===== config.mk =====
export PLATFORM = sky130hd
export DESIGN_NAME = rx_pydecode
export DESIGN_NICKNAME = d
export VERILOG_FILES = /design/src/rtl/rx_pydecode.sv
export SDC_FILE = /design/constraint.sdc
export NUM_CORES = 1
export LEC_CHECK = 0
export ABC_AREA = 1
export CAP_MARGIN = 40
export CORE_MARGIN = 2
export CORE_UTILIZATION = 44
export CTS_BUF_LIST = sky130_fd_sc_hd__clkbuf_4
export CTS_CLUSTER_SIZE = 16
export DETAILED_ROUTE_END_ITERATION = 16
export PLACE_DENSITY = 0.71
export SYNTH_ARGS = -nofsm -noshare
export SYNTH_HDL_FRONTEND = slang
export SYNTH_SLANG_ARGS = --single-unit

===== constraint.sdc =====
create_clock -name clk_6M -period 2.7 [get_ports clk_6M]
set_input_delay 0.27 -clock clk_6M [delete_from_list [all_inputs] [get_ports clk_6M]]
set_output_delay 0.27 -clock clk_6M [all_outputs]
set_load 0.005 [all_outputs]

===== src/rtl/rx_pydecode.sv =====
// rx_pydecode: frames a received payload into header, body and CRC phases and tracks bit counts.
// Build option RXPY_LENCHK_EN: checks the ACL LENGTH field against the per-type maximum and skips oversize bodies.
module rx_pydecode (
   input  logic        clk_6M,
   input  logic        rstz,
   input  logic        rxhdr_valid,
   input  logic [3:0]  rx_pktype,
   input  logic        is_BRmode,
   input  logic        is_eSCO,
   input  logic        is_SCO,
   input  logic [9:0]  regi_esco_len,
   input  logic        rxbit_valid,
   input  logic        rxbit,
   input  logic        rx_abort,
   output logic [1:0]  pyhdr_llid,
   output logic        pyhdr_flow,
   output logic [9:0]  pyhdr_len,
   output logic [12:0] py_bitlen,
   output logic [12:0] py_bitcnt,
   output logic        py_body,
   output logic        crc_window,
   output logic        py_done,
   output logic        len_err,
   output logic [2:0]  rx_occupy_slots
);
   typedef enum logic [2:0] {IDLE, PYHDR, BODY, CRC, DONE} state_t;
   state_t      state, nxt;
   logic [15:0] hdr, hdr_full;
   logic [3:0]  sub;
   logic        hdr16, crc_en;
   logic        t_fhs, t_hv, t_esco, t_acl, t_crc, t_hdr16;
   logic [2:0]  t_slots;
   logic [12:0] t_bitlen;
   logic [9:0]  h_len;
   logic        hdr_last, body_last, crc_last, len_bad;
   logic        new_pkt, bit_in;

   assign new_pkt   = rxhdr_valid && !rx_abort;
   assign bit_in    = rxbit_valid && !rx_abort;
   assign hdr_full  = hdr | (16'(rxbit) << sub);
   assign h_len     = hdr16 ? hdr_full[12:3] : {5'd0, hdr_full[7:3]};
   assign hdr_last  = sub == (hdr16 ? 4'd15 : 4'd7);
   assign body_last = py_bitcnt == py_bitlen - 13'd1;
   assign crc_last  = sub == 4'd15;

   // classify the incoming packet type while the header strobe is present
   always_comb begin
      t_fhs    = rx_pktype == 4'h2;
      t_hv     = !is_eSCO && rx_pktype >= 4'h5 && rx_pktype <= 4'h7;
      t_esco   = is_eSCO && (rx_pktype == 4'h6 || rx_pktype == 4'h7 || rx_pktype == 4'hc || rx_pktype == 4'hd);
      t_acl    = !(rx_pktype < 4'h2 || t_fhs || t_hv || t_esco);
      t_slots  = rx_pktype >= 4'he ? 3'd5 : rx_pktype >= 4'ha ? 3'd3 : 3'd1;
      t_crc    = t_fhs || t_esco || (t_acl && rx_pktype != 4'h9);
      t_hdr16  = !(t_slots == 3'd1 && is_BRmode);
      t_bitlen = t_fhs ? 13'd144 : t_esco ? {regi_esco_len, 3'b000} : !t_hv ? 13'd0 :
                 rx_pktype == 4'h5 ? 13'd80 : rx_pktype == 4'h6 ? 13'd160 : 13'd240;
   end

`ifdef RXPY_LENCHK_EN
   logic [9:0] max_len, t_max;
   assign len_bad = h_len > max_len;
   // LENGTH ceiling per type; EDR variants reuse the BR type codes, DV is never limited
   always_comb
      case (rx_pktype)
         4'h3:    t_max = 10'd17;
         4'h4:    t_max = is_BRmode ? 10'd27 : 10'd54;
         4'h8:    t_max = is_SCO ? 10'd1023 : 10'd83;
         4'h9:    t_max = 10'd29;
         4'ha:    t_max = is_BRmode ? 10'd121 : 10'd367;
         4'hb:    t_max = is_BRmode ? 10'd183 : 10'd552;
         4'he:    t_max = is_BRmode ? 10'd224 : 10'd679;
         4'hf:    t_max = is_BRmode ? 10'd339 : 10'd1021;
         default: t_max = 10'd1023;
      endcase
   // latch the ceiling with the type and flag an oversize header when it completes
   always_ff @(posedge clk_6M or negedge rstz)
      if (!rstz) begin
         max_len <= 10'd1023;
         len_err <= 1'b0;
      end else if (new_pkt) begin
         max_len <= t_max;
         len_err <= 1'b0;
      end else if (bit_in && state == PYHDR && hdr_last)
         len_err <= len_bad;
`else
   logic unused;
   assign unused  = is_SCO;
   assign len_bad = 1'b0;
   assign len_err = 1'b0;
`endif

   // next phase; abort beats a new header, a new header beats payload bits
   always_comb begin
      nxt = state;
      if (rx_abort)
         nxt = IDLE;
      else if (rxhdr_valid)
         nxt = t_acl ? PYHDR : t_bitlen == 13'd0 ? DONE : BODY;
      else if (state == DONE)
         nxt = IDLE;
      else if (rxbit_valid && state == PYHDR && hdr_last)
         nxt = len_bad ? DONE : h_len != 10'd0 ? BODY : crc_en ? CRC : DONE;
      else if (rxbit_valid && state == BODY && body_last)
         nxt = crc_en ? CRC : DONE;
      else if (rxbit_valid && state == CRC && crc_last)
         nxt = DONE;
   end

   // phase register, registered phase flags and captured payload fields
   always_ff @(posedge clk_6M or negedge rstz)
      if (!rstz) begin
         state           <= IDLE;
         hdr             <= '0;
         sub             <= '0;
         hdr16           <= 1'b0;
         crc_en          <= 1'b0;
         pyhdr_llid      <= '0;
         pyhdr_flow      <= 1'b0;
         pyhdr_len       <= '0;
         py_bitlen       <= '0;
         py_bitcnt       <= '0;
         py_body         <= 1'b0;
         crc_window      <= 1'b0;
         py_done         <= 1'b0;
         rx_occupy_slots <= 3'd1;
      end else begin
         state      <= nxt;
         py_body    <= nxt == BODY;
         crc_window <= nxt == CRC;
         py_done    <= nxt == DONE;
         if (new_pkt) begin
            hdr             <= '0;
            sub             <= '0;
            hdr16           <= t_hdr16;
            crc_en          <= t_crc;
            pyhdr_llid      <= '0;
            pyhdr_flow      <= 1'b0;
            pyhdr_len       <= '0;
            py_bitlen       <= t_bitlen;
            py_bitcnt       <= '0;
            rx_occupy_slots <= t_slots;
         end else if (bit_in && state == PYHDR) begin
            hdr <= hdr_full;
            sub <= hdr_last ? 4'd0 : sub + 4'd1;
            if (hdr_last) begin
               pyhdr_llid <= hdr_full[1:0];
               pyhdr_flow <= hdr_full[2];
               pyhdr_len  <= h_len;
               py_bitlen  <= {h_len, 3'b000};
            end
         end else if (bit_in && state == BODY)
            py_bitcnt <= py_bitcnt == 13'h1fff ? py_bitcnt : py_bitcnt + 13'd1;
         else if (bit_in && state == CRC)
            sub <= sub + 4'd1;
      end
endmodule


==> impl_metrics.tcl <==
set metrics [dict create \
    status "complete, no violations" \
    critPathKind "register to register" \
    critPathTopFamily "simple AND/OR/NAND/NOR gates" \
    peakVddDrop_uv 257 \
    ioPinCount 69 \
    vias_per_cell 5.14 \
    insertion_delay_ns 0.41 \
    synth.distinct_cells 40 \
    crit_slowest_cell "dfrtp_1" \
    critPathRequiredTime_ns 2.99 \
    cts.htree.levels 3 \
    drtIter0Drc 187 \
    cap_viol_max_count 0 \
    drv_slew 0 \
    dieArea_sq_um 9290 \
    initial_utilization_pct 45.5 \
    ys_warn_count 0 \
    syn_inst 525 \
    grt_usage_pct 22.7 \
    routabilityCongestion 0.953 \
    cp.arrival_ns 2.40 \
    cp_slowest_stage_delay_ns 0.43 \
    clockBufferDepth 2 \
    start_kind "register" \
    numPortBuffers 62 \
    dp_hpwl_mm 7.50 \
    relSlewSlack_pct 52.8 \
    cts_tree "yes" \
    drc_errors 0 \
    grt_pass1_vias 3452 \
    grt_max_degree 33 \
    mostFrequentLayoutCells "146 x nand2_1, 69 x inv_1, 63 x dfrtp_1" \
    cts_hold_buf 1 \
    core_area_sq_um 8260 \
    cts_buffers 9 \
    rsz0062_at_grt "false" \
    drt_first_pass_iters 5 \
    end_kind "register" \
    power_uw 2490 \
    fin_crit_sh_pct 78.1 \
    worst_pin_slew_ns 0.708 \
    post_cts_resize_count 0 \
    cp_max_fo 4 \
    setup_tns_ns 0 \
    gr-total-overflow 0 \
    syn_to_final_growth_pct 25.0 \
    cp_cell_sequence "inv_1, ha_1, nand2_1, inv_1, nand2_1, nand2_1, nand2_1, nor2_1, nand4_1, nand3_1, nand3_1, nand3_1, inv_1" \
    final_util_pct 56.8 \
    layout.nets 621 \
    wl_per_cell_um 13.6 \
    synth_area_sq_um 3750 \
    cts_setup_buffers 0 \
    syn_area_per_cell_sq_um 7.15 \
    drive_gt1_share_pct 8.33 \
    rows 33 \
    cp_num_buf_inv 3 \
    route.vias.total 3632 \
    cts.sinks 63 \
    drt-total-wl_mm 9.62 \
    setup_viol 0 \
    ys_seq_area_share_pct 42.0 \
    min_path_type "input port to asynchronous set/reset pin" \
    layout_commonest_cell "nand2_1" \
    antenna_found_initial 1 \
    leakage_uw 0.00232 \
    min_period_ns 2.11 \
    power.density_nw_per_um2 531 \
    die_w_um 96.4 \
    hold_viol_final 0 \
    drt.antenna.violating_nets 0 \
    fp.dieH_um 96.4 \
    finalClockSkew_ns 0.0159 \
    critPathMostFrequentCell "nand2_1" \
    cts_root_buf "clkbuf_4" \
    synth_seq_cells 63 \
    max_freq_mhz 474 \
    clk_pin_slew_worst_paths_ns 0.11 \
    grt_pass1_wl_mm 16.0 \
]
==> synth_stat cells (all sizes together) <==
master	number	area share, %
nor4	3	0.90
o221ai	1	0.23
nand3b	2	0.40
a211oi	6	1.2
o21bai	1	0.20
a21oi	14	2.1
nand2	148	15
o22ai	1	0.17
xor2	7	1.6
or2	3	0.57
o31ai	7	1.4
o211ai	5	1.0
o21ai	28	3.7
clkbuf	5	0.53
inv	78	7.8
conb	2	0.20
and3	1	0.17
ha	3	1.0
nand4	6	1.3
dfrtp	63	42
nand3	51	7.1
buf	10	1.6
a31oi	1	0.17
nor3	8	1.1
nor2	64	7.0
xnor2	7	1.6
==> cell families (layout without fill, tap and decap cells) <==
| logic type | count (synthesis) | after routing | synth area share [%] |
|---|---|---|---|
| flip-flops | 63 | 63 | 42.0 |
| XOR/XNOR | 14 | 14 | 3.27 |
| other | 2 | 6 | 0.200 |
| adder cells (fa/ha/maj) | 3 | 3 | 1.00 |
| AO/OA/AOI/OAI | 64 | 64 | 10.2 |
| buffers and inverters | 93 | 165 | 9.93 |
| AND/OR/NAND/NOR | 286 | 286 | 33.4 |
==> where the power goes <==
part	switching, uW	internal (uW)	total, uW	leakage, uW
combinational	341	233	575	0.00136
clock	350	498	849	0.0000992
sequential	65.8	1000	1070	0.000860
total	757	1730	2490	0.00232
==> flip-flops by register name, indices dropped and copies added (netlist names), 2 cells and up <==
register	flops
hdr	13
py_bitcnt	13
py_bitlen	10
pyhdr_len	10
pyhdr_llid	2
rx_occupy_slots	2
state	3
sub	4
==> per-stage QoR <==
step | instance area, sq um | cells | setup slack, ns | hold WS (ns)
final | 4690 | 706 | 0.592 | 0.433
after global routing | 4690 | 706 | 0.364 | 0.478
after CTS | 4690 | 705 | 0.623 | 0.448
after detailed placement | 4490 | 688 | 0.383 | 0.361
after global placement | 4490 | 688 | 0.485 | 0.354
after floorplan | 3760 | 528 | 0.935 | -0.0256
==> per-layer routing <==
metal / up-vias / GRT usage, % / routed length (um)
met1: 1695 / 29.2 / 4190
met4: 0 / 8.22 / 161
met2: 117 / 38.6 / 4750
met3: 11 / 3.45 / 519
met5: - / 0 / 0
li1: 1809 / - / -
==> area by class of cell <==
type / instances / area (sq um)
antenna: 1 / 2.50
inverter: 78 / 293
timing repair buffer: 71 / 686
sequential: 63 / 1580
clock inverter: 4 / 93.8
multi-input combinational: 372 / 1820
tap: 105 / 131
fill: 781 / 3570
clock buffer: 12 / 90.1
==> final timing paths <==
kind                               from           end  slack, ns  cells past startpoint
max in group asynchronous          rstz  py_bitlen[8]       1.54                      3
min in group clk_6M           is_BRmode         hdr16       0.46                      2
setup / recovery           py_bitlen[3]      state[1]       0.59                     13
setup reg to reg           py_bitlen[3]      state[1]       0.59                     13
hold reg to reg            pyhdr_len[5]  pyhdr_len[5]       0.48                      2
hold / removal                     rstz        hdr[9]       0.43                      2
No activity file was read; power rests on OpenSTA's default activity.
